### config.mk
export PLATFORM = sky130hd
export DESIGN_NAME = multicycle_sequencer
export DESIGN_NICKNAME = d
export VERILOG_FILES = /design/src/rtl/core_ctrl_pkg.sv /design/src/rtl/instr_class_decode.sv /design/src/rtl/multicycle_sequencer.sv
export SDC_FILE = /design/constraint.sdc
export NUM_CORES = 1
export LEC_CHECK = 0
export CORE_MARGIN = 2
export CORE_UTILIZATION = 45
export DETAILED_ROUTE_END_ITERATION = 6
export PLACE_DENSITY = 0.9
export SKIP_LAST_GASP = 1
export SLEW_MARGIN = 40
export SYNTH_ARGS = -nofsm -noshare
export SYNTH_HDL_FRONTEND = slang
export SYNTH_SLANG_ARGS = --single-unit
### constraint.sdc
create_clock -name clk -period 4 [get_ports clk]
set_input_delay 0.8 -clock clk [delete_from_list [all_inputs] [get_ports clk]]
set_output_delay 0.8 -clock clk [all_outputs]
set_load 0.005 [all_outputs]
### src/rtl/core_ctrl_pkg.sv
// rtl/core_ctrl_pkg.sv - shared encodings for the multi-cycle core control path
package core_ctrl_pkg;

    // Sequencer states; the numeric values are what state_o exposes for debug.
    typedef enum logic [2:0] {
        ST_IDLE   = 3'd0,
        ST_FETCH  = 3'd1,
        ST_DECODE = 3'd2,
        ST_EXEC   = 3'd3,
        ST_MEM    = 3'd4,
        ST_WB     = 3'd5,
        ST_TRAP   = 3'd6
    } state_e;

    // Instruction classes the sequencer distinguishes.
    typedef enum logic [2:0] {
        CLS_NONE   = 3'd0,
        CLS_RTYPE  = 3'd1,
        CLS_IALU   = 3'd2,
        CLS_LOAD   = 3'd3,
        CLS_STORE  = 3'd4,
        CLS_BRANCH = 3'd5,
        CLS_JAL    = 3'd6
    } instr_class_e;

    // Major opcodes (IR[6:0]).
    localparam logic [6:0] OPC_RTYPE  = 7'b0110011;
    localparam logic [6:0] OPC_IALU   = 7'b0010011;
    localparam logic [6:0] OPC_LOAD   = 7'b0000011;
    localparam logic [6:0] OPC_STORE  = 7'b0100011;
    localparam logic [6:0] OPC_BRANCH = 7'b1100011;
    localparam logic [6:0] OPC_JAL    = 7'b1101111;

    // PC source mux select.
    localparam logic [1:0] PC_SRC_SEQ    = 2'd0;
    localparam logic [1:0] PC_SRC_BRANCH = 2'd1;
    localparam logic [1:0] PC_SRC_JUMP   = 2'd2;

    // Register write-back mux select.
    localparam logic [1:0] WB_SEL_ALU  = 2'd0;
    localparam logic [1:0] WB_SEL_MEM  = 2'd1;
    localparam logic [1:0] WB_SEL_LINK = 2'd2;

    // Trap causes.
    localparam logic [1:0] CAUSE_NONE    = 2'd0;
    localparam logic [1:0] CAUSE_ILLEGAL = 2'd1;
    localparam logic [1:0] CAUSE_TIMEOUT = 2'd2;

    // ALU operations the sequencer forces itself.
    localparam logic [2:0] ALU_OP_ADD = 3'b000;
    localparam logic [2:0] ALU_OP_CMP = 3'b001;

    // Classes whose EXEC step computes an address and then visits MEM.
    function automatic logic is_mem_class(input instr_class_e cls);
        return (cls == CLS_LOAD) || (cls == CLS_STORE);
    endfunction

endpackage

### src/rtl/instr_class_decode.sv
// rtl/instr_class_decode.sv - combinational opcode to instruction-class mapper
module instr_class_decode
    import core_ctrl_pkg::*;
(
    input  logic [6:0]   opcode_i,
    output instr_class_e cls_o,
    output logic         illegal_o
);

    // Map each supported major opcode to its class; anything else is illegal.
    always_comb begin
        cls_o     = CLS_NONE;
        illegal_o = 1'b0;
        case (opcode_i)
            OPC_RTYPE:  cls_o = CLS_RTYPE;
            OPC_IALU:   cls_o = CLS_IALU;
            OPC_LOAD:   cls_o = CLS_LOAD;
            OPC_STORE:  cls_o = CLS_STORE;
            OPC_BRANCH: cls_o = CLS_BRANCH;
            OPC_JAL:    cls_o = CLS_JAL;
            default:    illegal_o = 1'b1;
        endcase
    end

endmodule

### src/rtl/multicycle_sequencer.sv
// rtl/multicycle_sequencer.sv - FETCH/DECODE/EXEC/MEM/WB control FSM for the 16-bit core
module multicycle_sequencer
    import core_ctrl_pkg::*;
#(
    parameter int unsigned INSTR_BYTES = 2,
    parameter int unsigned MEM_TIMEOUT = 15,
    parameter int unsigned TO_W        = 4
) (
    input  logic       clk,
    input  logic       rst,
    input  logic       run,
    input  logic [6:0] opcode,
    input  logic [2:0] funct3,
    input  logic       mem_ready,
    input  logic       branch_taken,
    output logic       mem_req,
    output logic       mem_we,
    output logic       addr_src,
    output logic       ir_load,
    output logic       pc_write,
    output logic [1:0] pc_src,
    output logic       alu_src,
    output logic [2:0] alu_op,
    output logic       reg_write,
    output logic [1:0] wb_sel,
    output logic       instr_done,
    output logic       trap,
    output logic [1:0] trap_cause,
    output logic [2:0] state_o
);

    localparam logic [TO_W-1:0] TO_LIMIT = TO_W'(MEM_TIMEOUT);
    localparam logic [TO_W-1:0] TO_ONE   = TO_W'(1);

    state_e          state_q;
    instr_class_e    cls_q;
    logic [TO_W-1:0] wait_q;
    logic [1:0]      cause_q;

    instr_class_e    dec_cls;
    logic            dec_illegal;
    logic            mem_timeout;

    // The PC increment and link value are formed in the datapath; the
    // sequencer only selects them, so INSTR_BYTES carries no logic here.
    logic unused_instr_bytes;
    assign unused_instr_bytes = (INSTR_BYTES == 0);

    instr_class_decode u_decode (
        .opcode_i  (opcode),
        .cls_o     (dec_cls),
        .illegal_o (dec_illegal)
    );

    // A pending request has waited its full budget and memory is still not ready.
    assign mem_timeout = !mem_ready && (wait_q == TO_LIMIT);

    // Sequencer state, latched class, wait counter and trap cause.
    always_ff @(posedge clk or posedge rst) begin
        if (rst) begin
            state_q <= ST_IDLE;
            cls_q   <= CLS_NONE;
            wait_q  <= '0;
            cause_q <= CAUSE_NONE;
        end else begin
            case (state_q)
                ST_IDLE: begin
                    wait_q <= '0;
                    if (run) begin
                        state_q <= ST_FETCH;
                    end
                end
                ST_FETCH: begin
                    if (mem_ready) begin
                        wait_q  <= '0;
                        state_q <= ST_DECODE;
                    end else if (mem_timeout) begin
                        wait_q  <= '0;
                        cause_q <= CAUSE_TIMEOUT;
                        state_q <= ST_TRAP;
                    end else begin
                        wait_q <= wait_q + TO_ONE;
                    end
                end
                ST_DECODE: begin
                    wait_q <= '0;
                    cls_q  <= dec_cls;
                    if (dec_illegal) begin
                        cause_q <= CAUSE_ILLEGAL;
                        state_q <= ST_TRAP;
                    end else if (dec_cls == CLS_JAL) begin
                        state_q <= ST_WB;
                    end else begin
                        state_q <= ST_EXEC;
                    end
                end
                ST_EXEC: begin
                    wait_q <= '0;
                    if (is_mem_class(cls_q)) begin
                        state_q <= ST_MEM;
                    end else if (cls_q == CLS_RTYPE || cls_q == CLS_IALU) begin
                        state_q <= ST_WB;
                    end else begin
                        state_q <= ST_IDLE;
                    end
                end
                ST_MEM: begin
                    if (mem_ready) begin
                        wait_q  <= '0;
                        state_q <= (cls_q == CLS_LOAD) ? ST_WB : ST_IDLE;
                    end else if (mem_timeout) begin
                        wait_q  <= '0;
                        cause_q <= CAUSE_TIMEOUT;
                        state_q <= ST_TRAP;
                    end else begin
                        wait_q <= wait_q + TO_ONE;
                    end
                end
                ST_WB: begin
                    wait_q  <= '0;
                    state_q <= ST_IDLE;
                end
                ST_TRAP: begin
                    wait_q <= '0;
                end
                default: begin
                    wait_q  <= '0;
                    state_q <= ST_IDLE;
                end
            endcase
        end
    end

    // Per-state datapath strobes; completion strobes follow mem_ready directly.
    always_comb begin
        mem_req    = 1'b0;
        mem_we     = 1'b0;
        addr_src   = 1'b0;
        ir_load    = 1'b0;
        pc_write   = 1'b0;
        pc_src     = PC_SRC_SEQ;
        alu_src    = 1'b0;
        alu_op     = ALU_OP_ADD;
        reg_write  = 1'b0;
        wb_sel     = WB_SEL_ALU;
        instr_done = 1'b0;
        case (state_q)
            ST_FETCH: begin
                mem_req = 1'b1;
                if (mem_ready) begin
                    ir_load  = 1'b1;
                    pc_write = 1'b1;
                end
            end
            ST_EXEC: begin
                case (cls_q)
                    CLS_RTYPE: begin
                        alu_op = funct3;
                    end
                    CLS_IALU: begin
                        alu_src = 1'b1;
                        alu_op  = funct3;
                    end
                    CLS_LOAD, CLS_STORE: begin
                        alu_src = 1'b1;
                    end
                    CLS_BRANCH: begin
                        alu_op     = ALU_OP_CMP;
                        instr_done = 1'b1;
                        if (branch_taken) begin
                            pc_write = 1'b1;
                            pc_src   = PC_SRC_BRANCH;
                        end
                    end
                    default: ;
                endcase
            end
            ST_MEM: begin
                mem_req  = 1'b1;
                addr_src = 1'b1;
                mem_we   = (cls_q == CLS_STORE);
                if (mem_ready && cls_q == CLS_STORE) begin
                    instr_done = 1'b1;
                end
            end
            ST_WB: begin
                reg_write  = 1'b1;
                instr_done = 1'b1;
                case (cls_q)
                    CLS_LOAD: wb_sel = WB_SEL_MEM;
                    CLS_JAL: begin
                        wb_sel   = WB_SEL_LINK;
                        pc_write = 1'b1;
                        pc_src   = PC_SRC_JUMP;
                    end
                    default:  wb_sel = WB_SEL_ALU;
                endcase
            end
            default: ;
        endcase
    end

    assign trap       = (state_q == ST_TRAP);
    assign trap_cause = cause_q;
    assign state_o    = state_q;

endmodule

# Word level (Yosys, flattened, before mapping)
# Index checks and enable logic that the tools add are counted.
# op_classes
n_reduce_logical,13
n_mux,41
bitwise_logic,1
n_eq_ne,24
addsub,1
# ops
operator,count
$pmux 3 s6,2
$mux 3,10
$eq 3x3->1 const B,7
$mux 1,15
$eq 7x6->1 const B,2
$eq 7x7->1 const B,2
$eq 3x2->1 const B,4
$mux 4,3
$pmux 2 s2,3
$mux 2,5
$eq 7x2->1 const B,1
$eq 7x5->1 const B,1
$eq 3x1->1 const B,2
$ne 2x2->1 const B,3
$pmux 1 s3,2
$pmux 3 s2,1
$reduce_or 6->1,1
$add 4x1->4 const B,1
$eq 4x4->1 const B,1
$reduce_and 4->1,1
$reduce_or 2->1,2
$logic_not 3->1,1
$reduce_or 3->1,1
$logic_and 1x1->1,2
other kinds (6),7
# word_totals
word_cells,84
reg_bits,12
in_bits,15

# Longest topological paths before layout
# Gate-level depths: netlist of the first run.
# logic_depth
depth_word,6
depth_mapped,5
depth_no_buf,5

# By module
# A second synthesis of the first run with hierarchy kept.
# hier_totals
hier_cells,107
hier_area_um2,935.9
# modules_own_cells
mod,cells_per_inst,n_inst,area_each_um2
multicycle_sequencer,93,1,837.1
instr_class_decode,14,1,98.8

# Least setup slack after synthesis of the first run
# Ideal clock, no wire load.
# synth_path
path_kind,input -> output
from,input mem_ready
to,output pc_write
path_stages,3
path_slack_ns,1.941
arrival_time_ns,1.259
required_ns,3.200
path_cell_list,inv_1 > nor3_1 > a211o_1
# synth_between
elab_chain_cells,2
# synth_lines
element,line_no,source
start: declaration,multicycle_sequencer.sv:14,"input logic mem_ready,"
$mux 1,multicycle_sequencer.sv:150,if (mem_ready) begin
$pmux 1 s3,multicycle_sequencer.sv:147,case (state_q)
end: declaration,multicycle_sequencer.sv:20,"output logic pc_write,"
# Every way passes these cells.

# Worst setup path in the final report of the first run
# Ends and elaborated chain as after synthesis.

==> results of run 1 <==
[registers in the layout, summed over array words and instances, names as in the netlist]
signal / cells
trap_cause: 2
wait_q: 4
cls_q: 3
state_o: 3
[layer usage]
layer / part of all wire [%] / GRT usage [%]
met1: 40 / 19.8
met2: 50 / 34.2
met3: 6.5 / 3.99
met4: 3.1 / 11.4
met5: 0 / 0
[synthesized netlist by cell type (all sizes together) (3+ instances only)]
| master | count |
|---|---|
| a21oi | 8 |
| and2 | 4 |
| buf | 4 |
| dfrtp | 12 |
| inv | 6 |
| nand2 | 11 |
| nand2b | 4 |
| nand3 | 4 |
| nor2 | 12 |
| nor3 | 6 |
| o21ai | 6 |
| xor2 | 3 |
[path summary, 6_finish.rpt]
check,endpoint
max,pc_write
min in group asynchronous,wait_q[0]$_DFF_PP0_
max in group asynchronous,state_o[0]$_DFFE_PP0P_
max reg2reg,trap_cause[0]$_DFFE_PP0P_
min,wait_q[0]$_DFF_PP0_
min reg2reg,wait_q[0]$_DFF_PP0_
[final cells by class]
class	count	area [um2]	area share, %
tap	27	33.8	2.66
inverter	6	22.5	1.77
clock buffer	3	22.5	1.77
sequential	12	300	23.6
multi-input combinational	86	542	42.6
timing repair buffer	35	350	27.6
[power by group]
group          switching, mW  leakage (nW)  internal, mW
Clock                 0.0403        0.0138        0.0350
Sequential          0.000385         0.131         0.122
Combinational        0.00995         0.393        0.0158
Total                 0.0507         0.538         0.172
[logic make-up (layout without fill, tap and decap cells)]
family	after synthesis	in the layout	share of synthesized area (%)
fa+ha+maj	1	1	1.38
xor+xnor	4	4	3.85
compound gates	28	28	21.5
simple gates	52	52	31.8
mux	1	1	1.10
buf+inv	11	44	7.43
flops	12	12	33.0
[worst max-delay path: stages]
cell,delay (ps)
clkdlybuf4s50_1,510
inv_1,100
nor3_1,270
a211o_1,140
clkdlybuf4s50_1,490
==> results.cfg, run 1 <==
[power_and_ir_drop]
peakVddDrop_mv = 0.108
p_per_area_mw_per_mm2 = 175
p_leak_nw = 0.538
power.total_uw = 223

[placed_design]
gp_congestion = 0.813
place_ws_ps = 904
dp_cells = 166
port_buffers = 35
place_area_mm2 = 0.00125
dp_hpwl_um = 1800

[critical_path]
r2r_cells = 4
path_class = input pin to output pin
crit_path_start = mem_ready
reg2reg_from = state_o[0]$_DFFE_PP0P_
cp-start-kind = input pin
crit_required_ps = 3200
critPathArrivalTime_ps = 2310
crit_path_end_kind = output pin
path_max_fanout = 4
rrSetupSlack_ps = 2350

[finish]
layout.cells.most_common = clkdlybuf4s50_1
diodes = 0
drive_above_1_share_pct = 7.04
fillers = 168
fin_nets = 160
final_cells = 169
layout_common_cells = clkdlybuf4s50_1 (35), nor2_1 (12), dfrtp_1 (12)
final_util_pct = 65.5
stdcell_area_mm2 = 0.00127
area_growth_pct = 39.8

[sta]
totalNegativeSetupSlack_ps = 0
timing.hold.ws_ps = 470
maxSlewHeadroom_pct = 70.1
finalWorstSetupSlack_ps = 893
period_needed_ps = 3110
setup_violations = 0
achievable-frequency_ghz = 0.322
fin_crit_sh_pct = 77.7
rsz0062_at_grt = no
maxSlewViolCount = 0
hold_violations = 0
worst_pin_slew_ps = 448
clock_skew_ps = 1.18

[clock_network]
cts.sinks = 12
cts_tree = done
cts_resized = 0
clk_pin_slew_ps = 70
numCtsBuffers = 3
htreeDepth = 1
post_cts_buffers = 0
cts_hold_buf = 0
cts_root_buf = clkbuf_4
cts_buffer_depth = 2
clk_latency_ps = 280

[synthesis]
syn_inst = 109
syn-cell-area_um2 = 910
synthTopCellsByArea = dfrtp_1 (33%), nor2_1 (5.0%), nand2_1 (4.5%)
yosys.area.top_type = dfrtp_1
synthesis.nets = 125
synth_async_sr_flop_share_pct = 100
synth.distinct_cells = 42
yosys_warnings = 0
synth_seq_cells = 12
synth_top_area_share_pct = 33.0
synth_enable_flop_cells = 0
ys_seq_area_share_pct = 33.0
syn_area_per_cell_um2 = 8.35
synth_top_flop_cell = dfrtp_1

[hold_path]
whs_path_depth = 1
worstHoldPathType = flop to flop
min-delay-start = wait_q[0]$_DFF_PP0_

[routing]
routed_wl_um = 2230
viasPerCell = 5.49
drt_iter0_markers = 13
drc = 0
vias = 928
ant_nets = 0
dr.pass1.iters = 4
wl_per_cell_um = 13.2

[floorplanning]
start_util_pct = 46.8
fp.dieArea_mm2 = 0.00240
die_height_um = 49.0
io_pins = 36
dieWidth_um = 49.0
core_mm2 = 0.00194
rows = 16

[global_route]
grt_overflow_total = 0
grt_pass1_wl_um = 3480
grt_max_degree = 16
grt_pass1_vias = 842
antenna_found_initial = 0
global_route.usage.total_pct = 18.9

[job]
maxCapViolations = 0

[run_status]
status = completed
No activity file was read; power rests on OpenSTA's default activity.
==> run 2: changes to the inputs <==
Settings changed: CORE_UTILIZATION 45 to 38, PLACE_DENSITY 0.9 to 0.81.
Clock period 4 ns to 2.6 ns, I/O delays scaled along.
==> run 2 against run 1 <==
  * Sequential power grew 54%
  * Design area grew 6.1%
  * Worst setup slack lost 820 ps
  * Wire length grew 1.2%
  * Core utilization shrank 5.1 points
  * Die area grew 17%
  * Non-clock buffer count grew 6
  * First-iteration DRC count shrank 23%
  * Clock power grew 90%
  * Critical endpoint is now instr_done
  * Largest cell class unchanged
==> results.cfg, run 2 (same netlist as run 1, synthesis figures left out) <==
[run_status]
status = completed

[power_and_ir_drop]
p_sw_uw = 73.8
p_comb_share_pct = 10.9
clockPowerShare_pct = 38.5
internal-power_uw = 297
pwr-share-seq_pct = 50.6
p_leak_nw = 0.574
p_per_area_mw_per_mm2 = 275
switching_share_pct = 19.9
peakVddDrop_mv = 0.278

[finish]
drive_above_1_share_pct = 14.1
fin_nets = 166
diodes = 0
stdcell_area_mm2 = 0.00135
largest_reg_flops = 4
final_util_pct = 60.4
area_growth_pct = 48.3
layout_common_cells = clkdlybuf4s50_1 (35), nor2_1 (12), nand2_1 (11)
fillers = 210
regMostFlops = wait_q
layout.cells.most_common = clkdlybuf4s50_1

[routing]
viasPerCell = 5.34
drt_iter0_markers = 10
wl_per_cell_um = 12.8
ant_nets = 0
vias = 946
drc = 0
dr.pass1.iters = 4
routed_wl_um = 2260

[clock_network]
cts.sinks = 12
cts_tree = done
clk_pin_slew_ps = 70
cts_root_buf = clkbuf_4
cts_hold_buf = 0
cts_buffer_depth = 2
htreeDepth = 1
numCtsBuffers = 3
clk_latency_ps = 270

[critical_path]
crit_path_end_kind = output pin
path_class = flop to output pin
worst_path_dominant_cell_family = buffers and inverters
path_max_fanout = 9
critPathSlowestCell = clkdlybuf4s50_1
critPathArrivalTime_ps = 2000
cp_num_buf_inv = 1
path_cells = or3b_4 -> o21bai_1 -> a31o_1 -> clkdlybuf4s50_1
cp-start-kind = flop
critPathMaxStageDelay_ps = 520
crit_required_ps = 2080

[sta]
fin_crit_sh_pct = 97.1
timing.hold.ws_ps = 471
hold_violations = 0
rsz0062_at_grt = no
finalWorstSetupSlack_ps = 75.2
achievable-frequency_ghz = 0.396
totalNegativeSetupSlack_ps = 0
worst_pin_slew_ps = 434
maxSlewViolCount = 0
clock_skew_ps = 6.54
setup_violations = 0
period_needed_ps = 2520
maxSlewHeadroom_pct = 71.1

[global_route]
global_route.usage.total_pct = 18.1
grt_max_degree = 13
antenna_found_initial = 0
grt_pass1_vias = 889
grt_overflow_total = 0
grt_pass1_wl_um = 3750

[floorplanning]
dieWidth_um = 52.9
rows = 17
io_pins = 36
fp.dieArea_mm2 = 0.00280
start_util_pct = 40.7
die_height_um = 52.9
core_mm2 = 0.00223

[placed_design]
place_area_mm2 = 0.00129
dp_hpwl_um = 1860
gp_congestion = 0.847
place_ws_ps = 127
port_buffers = 35

[hold_path]
worstHoldPathType = flop to flop

[job]
maxCapViolations = 0
-- run 2: cell types whose count changed in the layout (fill, tap and decap cells not counted), sizes merged --
cell | previous run | this run
buf | 0 | 6
clkbuf | 3 | 4
-- run 2: power by group through the flow --
stage	Sequential [mW]	Combinational [mW]	Clock (mW)
floorplan	0.191	0.0129	0
global placement	0.191	0.0399	0
detailed placement	0.191	0.0407	0
CTS	0.188	0.0409	0.147
global route	0.188	0.0443	0.159
finish	0.188	0.0405	0.143
-- run 2: worst paths after layout --
| path | startpoint | to | slack (ps) | cells past startpoint |
|---|---|---|---|---|
| worst max-delay path | cls_q[0]$_DFFE_PP0P_ | instr_done | 80 | 4 |
| worst max register to register | state_o[0]$_DFFE_PP0P_ | trap_cause[0]$_DFFE_PP0P_ | 1000 | 6 |
| worst min register to register | wait_q[0]$_DFF_PP0_ | wait_q[0]$_DFF_PP0_ | 470 | 1 |
| min in group asynchronous | rst | wait_q[0]$_DFF_PP0_ | 540 | 2 |
| worst min-delay path | wait_q[0]$_DFF_PP0_ | wait_q[0]$_DFF_PP0_ | 470 | 1 |
| max in group asynchronous | rst | state_o[2]$_DFFE_PP0P_ | 1730 | 2 |
-- run 2: metrics by stage --
step	std cells	total power, mW
CTS	176	0.375
global route	177	0.391
global placement	172	0.231
floorplan	109	0.204
detailed placement	172	0.232
finish	177	0.371
-- run 2: layout make-up --
class	count	area [um2]	share of cell area [%]
multi-input combinational	86	556	41.2
timing repair buffer	41	395	29.3
sequential	12	304	22.5
clock buffer	4	36.3	2.69
tap	28	35.0	2.60
inverter	6	22.5	1.67
-- run 2: per-layer routing --
| layer | part of all wire [%] | up-vias | track usage, % | wire, um |
|---|---|---|---|---|
| met5 | 0 | - | 0 | 0 |
| met4 | 0.66 | 0 | 5.56 | 15 |
| met3 | 6.4 | 2 | 3.39 | 144 |
| met2 | 50 | 36 | 31.0 | 1140 |
| met1 | 42 | 442 | 22.9 | 958 |
| li1 | - | 466 | - | - |
-- run 2: repair_timing --
action                                  CTS  global route
pin swaps                                 0             1
setup buffers                             0             1
endpoints found under the setup margin    2             4
cloned                                    0             0
resized for setup                         1             4
==> run 3: changes to the inputs <==
--- a/constraint.sdc
+++ b/constraint.sdc
@@ -3,2 +3,2 @@
 set_output_delay 0.52 -clock clk [all_outputs]
-set_load 0.005 [all_outputs]
+set_load 0.1 [all_outputs]
==> run 3 against run 2 <==
  * Core utilization grew 6.4 points
  * Register-to-register slack got worse by 40 ps
  * Count of clock-buffer cells in the layout unchanged
  * Worst setup slack better by 50 ps
  * Clock power is 8% higher
  * Sequential power about the same
  * First-iteration DRC count increased by 70%
  * Via count fell by 0.42%
  * Cell count decreased by 3.4%
  * Sequential cell count did not move
  * Sequential share of layout area decreased by 1.8 points
  * Worst hold slack worse by 5.4 ps
==> results.cfg, run 3 (same netlist as run 1, synthesis figures left out) <==
[clock_network]
cts_buffer_depth = 2
cts.sinks = 12
htreeDepth = 1
clk_latency_ps = 280
cts_tree = done
clk_pin_slew_ps = 80
numCtsBuffers = 3
cts_hold_buf = 0
cts_root_buf = clkbuf_4

[global_route]
antenna_found_initial = 0
grt_pass1_vias = 909
met2_usage_pct = 34.2
grt_max_degree = 16
met3_usage_pct = 3.67
use_met1_pct = 23.9
grt_overflow_total = 0
global_route.usage.total_pct = 20.5
busiest_layer = met2
grt_pass1_wl_um = 4050

[finish]
stdcell_area_mm2 = 0.00149
layout_common_cells = clkdlybuf4s50_1 (14), buf_12 (14), nand2_1 (11)
largest_reg_flops = 4
drive_above_1_share_pct = 33.6
diodes = 0
fin_nets = 160
final_cells = 171
regMostFlops = wait_q
area_growth_pct = 64.0

[sta]
finalWorstSetupSlack_ps = 125
worst_pin_slew_ps = 466
rsz0062_at_grt = no
clock_skew_ps = 6.95
hold_violations = 0
totalNegativeSetupSlack_ps = 0
maxSlewHeadroom_pct = 68.9
setup_violations = 0
period_needed_ps = 2470
achievable-frequency_ghz = 0.404
maxSlewViolCount = 0
fin_crit_sh_pct = 95.2

[routing]
viasPerCell = 5.51
drc = 0
drt_iter0_markers = 17
ant_nets = 0
wl_per_cell_um = 14.2
routed_wl_um = 2420
dr.pass1.iters = 4
vias = 942

[critical_path]
critPathSlowestCell = dfrtp_4
r2r_cells = 4
path_max_fanout = 13
crit_path_start = state_o[1]$_DFFE_PP0P_
crit_path_end_kind = output pin
reg2reg_from = state_o[2]$_DFFE_PP0P_
cp-start-kind = flop
crit_required_ps = 2080
path_cells = inv_2 -> nand3_1 -> nor3_4 -> a211o_4 -> buf_12
critPathArrivalTime_ps = 1950
critPathMaxStageDelay_ps = 570
path_class = flop to output pin

[placed_design]
dp_cells = 167
place_ws_ps = 322
port_buffers = 35
gp_congestion = 0.812
place_area_mm2 = 0.00145
dp_hpwl_um = 1910

[run_status]
status = completed

[floorplanning]
dieWidth_um = 52.9
die_height_um = 52.9
io_pins = 36
core_mm2 = 0.00223
start_util_pct = 40.7
rows = 17
fp.dieArea_mm2 = 0.00280

[power_and_ir_drop]
p_per_area_mw_per_mm2 = 258
peakVddDrop_mv = 0.227
power.total_uw = 385
p_leak_nw = 0.628

[hold_path]
worstHoldPathType = flop to flop
min-delay-start = wait_q[0]$_DFF_PP0_
whs_path_depth = 1

[job]
maxCapViolations = 0
==> run 3: layer usage <==
layer | share of wire, % | wire [um]
met3 | 6.7 | 163
met5 | 0 | 0
met2 | 50 | 1220
met1 | 40 | 965
met4 | 2.9 | 70
==> run 3: final cells by class <==
cell class / count / area [um2]
repair buffers: 35 / 473
multi-input cells: 86 / 616
well taps: 28 / 35.0
fillers: 173 / 742
flip-flops and latches: 12 / 309
inverters: 6 / 22.5
clock buffers: 4 / 36.3
==> run 3: worst paths after layout <==
kind                       slack (ps)                         to
max in group asynchronous        1690     state_o[1]$_DFFE_PP0P_
setup / recovery                  130                   pc_write
setup reg to reg                  960  trap_cause[0]$_DFFE_PP0P_
min in group asynchronous         540  trap_cause[1]$_DFFE_PP0P_
hold reg to reg                   470        wait_q[0]$_DFF_PP0_
hold / removal                    470        wait_q[0]$_DFF_PP0_
==> run 3: report_power, final <==
part,internal (mW),leakage [nW],switching (mW)
sequential,0.187,0.130,0.000638
clock,0.0853,0.0210,0.0683
combinational,0.0241,0.477,0.0196
total,0.296,0.628,0.0885
==> run 3: what timing repair did <==
action	CTS	global route
setup buffers	0	0
resized for setup	0	1
endpoints found under the setup margin	0	2
==> run 3: critical path: cells and delay by family, from the launching register on <==
family | cells | cell delay, ps
flops | 1 | 570
compound gates | 1 | 150
buf+inv | 2 | 360
simple gates | 2 | 600
==> run 3: per-stage QoR <==
stage,hold WS (ps),utilization [%]
after detailed placement,454,64.8
after CTS,465,66.4
after global routing,490,66.8
after global placement,440,64.8
final,466,66.8
after floorplan,385,-
